**config.mk**
```make
export PLATFORM = sky130hd
export DESIGN_NAME = hidden_layer_reg
export DESIGN_NICKNAME = d
export VERILOG_FILES = /design/src/rtl/hidden_layer_reg.sv
export SDC_FILE = /design/constraint.sdc
export NUM_CORES = 1
export LEC_CHECK = 0
export CORE_UTILIZATION = 42
export CTS_BUF_LIST = sky130_fd_sc_hd__clkbuf_4 sky130_fd_sc_hd__clkbuf_8
export CTS_CLUSTER_DIAMETER = 60
export DETAILED_ROUTE_END_ITERATION = 7
export PLACE_DENSITY = 0.81
export SLEW_MARGIN = 10
export SYNTH_ARGS = -nofsm -noshare
export SYNTH_HDL_FRONTEND = slang
export SYNTH_SLANG_ARGS = --single-unit
```
**constraint.sdc**
```tcl
create_clock -name clk -period 21 [get_ports clk]
set_input_delay 4.2 -clock clk [delete_from_list [all_inputs] [get_ports clk]]
set_output_delay 4.2 -clock clk [all_outputs]
set_load 0.1 [all_outputs]
```
**src/rtl/hidden_layer_reg.sv**
```systemverilog
// Hidden-layer activation bank: ReLU + shift/saturate requantisation of MAC results,
// stored in order into NUM_NEURONS byte registers exposed as one packed bus.
module hidden_layer_reg #(
    parameter int NUM_NEURONS = 30,
    parameter int DATA_W      = 8,
    parameter int ACC_W       = 20,
    parameter int SHIFT       = 8
) (
    input  logic                          clk,
    input  logic                          rst,
    input  logic                          clear,
    input  logic signed [ACC_W-1:0]       acc_in,
    input  logic                          acc_valid,
    output logic                          acc_ready,
    output logic [NUM_NEURONS*DATA_W-1:0] reg_hid,
    output logic [4:0]                    count,
    output logic                          full,
    output logic                          layer_done
);

    localparam logic [ACC_W-1:0] SAT_VAL = ACC_W'((1 << DATA_W) - 1);
    localparam logic [4:0]       LAST    = 5'(NUM_NEURONS - 1);

    logic [DATA_W-1:0] entries [NUM_NEURONS];
    logic [ACC_W-1:0]  shifted;
    logic [DATA_W-1:0] act;
    logic              transfer;

    // Negative results clamp to zero; positive ones are truncated then saturated.
    always_comb begin
        shifted = $unsigned(acc_in) >> SHIFT;
        act     = '0;
        if (!acc_in[ACC_W-1]) begin
            if (shifted > SAT_VAL) begin
                act = '1;
            end else begin
                act = shifted[DATA_W-1:0];
            end
        end
    end

    assign acc_ready = !rst && !full && !clear;
    assign transfer  = acc_valid && acc_ready;

    always_ff @(posedge clk or posedge rst) begin
        if (rst) begin
            count      <= '0;
            full       <= 1'b0;
            layer_done <= 1'b0;
        end else if (clear) begin
            count      <= '0;
            full       <= 1'b0;
            layer_done <= 1'b0;
        end else begin
            layer_done <= 1'b0;
            if (transfer) begin
                count <= count + 5'd1;
                if (count == LAST) begin
                    full       <= 1'b1;
                    layer_done <= 1'b1;
                end
            end
        end
    end

    always_ff @(posedge clk or posedge rst) begin
        if (rst) begin
            for (int i = 0; i < NUM_NEURONS; i++) entries[i] <= '0;
        end else if (clear) begin
            for (int i = 0; i < NUM_NEURONS; i++) entries[i] <= '0;
        end else if (transfer) begin
            for (int i = 0; i < NUM_NEURONS; i++) begin
                if (count == 5'(i)) entries[i] <= act;
            end
        end
    end

    always_comb begin
        reg_hid = '0;
        for (int i = 0; i < NUM_NEURONS; i++) begin
            reg_hid[i*DATA_W +: DATA_W] = entries[i];
        end
    end

endmodule

```
==> impl_metrics.tcl <==
set metrics [dict create \
    portBuffers 263 \
    htreeDepth 2 \
    start_util_pct 42.9 \
    rows 57 \
    critPathArrivalTime_ns 6.46 \
    final_layout_size_suffix_gt1_share_pct 11.6 \
    wl_per_cell_um 19.8 \
    firstDrtPassIters 4 \
    yosys.area_share.xor_xnor_pct 0.167 \
    grt_start_max_net_pins 132 \
    cts_max_path_buffers 3 \
    route.detailed.drc 0 \
    synth_top_cells_by_count "dfrtp_1, mux2i_1, nand2_1, clkbuf_1, nand2_2" \
    dieWidth_um 160 \
    cp.required_ns 16.80 \
    rrSetupSlack_ns 18.55 \
    post_cts_resize_count 0 \
    min_to "reg_hid[232]$_DFFE_PP0P_" \
    muxShareOfSynthArea_pct 22.4 \
    reg2reg_from "count[0]$_DFFE_PP0P_" \
    finalCritPeriodShare_pct 50.8 \
    cts_root_buffer "clkbuf_8" \
    tightest_slew_ns 1.20 \
    die_area_mm2 0.0256 \
    hold_depth 1 \
    syn_to_final_growth_pct 36.4 \
    ys_seq_elements 247 \
    routabilityCongestion 0.730 \
    ioPinCount 272 \
    core_area_mm2 0.0244 \
    postSynth.asyncResetShare_pct 100 \
    slew_viol_final 0 \
    synth.most_common_cell "dfrtp_1" \
    clkSinkCount 247 \
    synth_nets 893 \
    slew_headroom_pct 19.9 \
    syn_area_mm2 0.0105 \
    synth_top_family_by_area "multiplexers" \
    holdCritPathClass "reg2reg" \
    drtIter0Drc 443 \
    synth_area_leaders "dfrtp_1, mux2i_1, nand2_1, nand2_2, buf_4" \
    dp_hpwl_um 17800 \
    power.total_w 0.000975 \
    hold_viol 0 \
    yosys.area_share.simple_pct 13.0 \
    start_kind "input pin" \
    rsz0062_at_grt "false" \
    postCtsSetupRepairBufs 0 \
    synth_edf_count 0 \
    syn_inst 864 \
    cts_hold_buf 0 \
    min_from "reg_hid[232]$_DFFE_PP0P_" \
    leakagePower_nw 7.66 \
    path_class "in2out" \
    min_period_ns 10.66 \
    wl_um 29100 \
    grt_remaining_overflow 0 \
    maxCapViolCount 0 \
    synthFlopType "dfrtp_1" \
    cts.reportedPaths.clkPinSlew_ns 0.06 \
    grt_pass1_wl_um 45900 \
    r2r_end "reg_hid[229]$_DFFE_PP0P_" \
    fmax_ghz 0.0938 \
    grt_pass1_vias 7855 \
    antenna_cells 0 \
    numCtsBuffers 42 \
    reg2reg_depth 5 \
    viasPerCell 5.08 \
    synthDistinctLibCells 35 \
    grt_use_total_pct 23.1 \
    power_per_cell_area_mw_per_mm2 68.3 \
    yosysWarnings 0 \
    synth_compound_area_share_pct 1.41 \
    synth.avg_cell_area_um2 12.1 \
    outcome "finished, final reports clean" \
    insertion_delay_ns 0.53 \
    finalSetupTns_ns 0 \
    end_kind "output port" \
    synthAdderAreaFrac_pct 0.598 \
    final_nets 1148 \
    yosys.area.top_type "dfrtp_1" \
    ant_nets 0 \
    seq_area_frac_synth_pct 59.0 \
    clock_skew_ns 0.0204 \
    cp_max_fo 9 \
    synth_top_area_share_pct 59.0 \
    instances_no_fill 1471 \
    antenna_found_initial 0 \
    cts_tree "built" \
    peakVddDrop_uv 46.5 \
    fin_util_pct 58.6 \
    num_vias 7479 \
    setup_viol 0 \
    place_inst 1399 \
    die_h_um 160 \
]
## power by group
group / total [W] / switching (W) / internal (W) / leakage (nW)
clock network: 0.000441 / 0.000192 / 0.000249 / 0.462
logic: 0.0000559 / 0.0000443 / 0.0000116 / 3.74
registers: 0.000479 / 0.00000164 / 0.000477 / 3.45
## flip-flops by register name, summed over array words and instances, names as in the netlist
signal,flops
layer_done,1
count,5
full,1
reg_hid,240
## stage by stage
step | cell area (µm²) | setup slack, ns | hold slack [ns]
after floorplan | 10500 | 10.01 | 0.974
after global placement | 13400 | 10.33 | 0.469
after detailed placement | 13400 | 10.32 | 0.478
after CTS | 14300 | 10.32 | 0.491
after global routing | 14300 | 10.22 | 0.506
final | 14300 | 10.34 | 0.488
## critical path, cell delays in order
cell	delay [ns]
clkdlybuf4s50_1	0.77
nor3_1	0.29
clkdlybuf4s50_1	1.19
## routing by layer
metal	GRT usage [%]	vias to the layer above	wire, µm	share of wire [%]
li1	-	3396	-	-
met1	31.0	3779	12500	43
met2	37.4	265	13900	48
met3	6.00	39	2190	7.5
met4	5.89	0	444	1.5
met5	0	-	0	0
## area by class of cell
class,instances,area [µm²]
clock buffers,64,818
repair buffers,273,2710
flip-flops and latches,247,6180
inverters,6,35.0
clock inverters,8,50.0
multi-input cells,549,4090
fillers,2046,10100
well taps,324,405
## placed cells by master, fill, tap and decap left out, types with 2 or more instances in the layout
cell type,instances
xnor2_1,2
nand2_4,6
nor4bb_4,4
clkinv_2,5
nor4b_4,3
mux2i_1,233
clkbuf_4,10
nor2_1,7
buf_4,10
clkbuf_8,54
clkinv_4,2
nand2_1,233
inv_1,4
dfrtp_1,247
nand2_2,21
nor2b_1,2
clkdlybuf4s50_1,263
a2bb2o_1,8
o21ai_4,8
ha_1,5
## worst max-delay path by stage
stage / from / to / slack, ns / cells after the start
final: rst / acc_ready / 10.34 / 3
after CTS: rst / acc_ready / 10.32 / 3
after floorplan: rst / count[0]$_DFFE_PP0P_ / 10.01 / 1
after global placement: rst / acc_ready / 10.33 / 3
after global routing: rst / acc_ready / 10.22 / 3
after detailed placement: rst / acc_ready / 10.32 / 3
## cell families after synthesis
kind of cell | after synthesis
AOI/OAI and AO/OA | 19
xor gates and xnor gates | 2
adders and majority gates | 5
buffers and inverters | 68
DFF | 247
muxes | 234
and+or+nand+nor | 289
No activity file was read; power rests on OpenSTA's default activity.
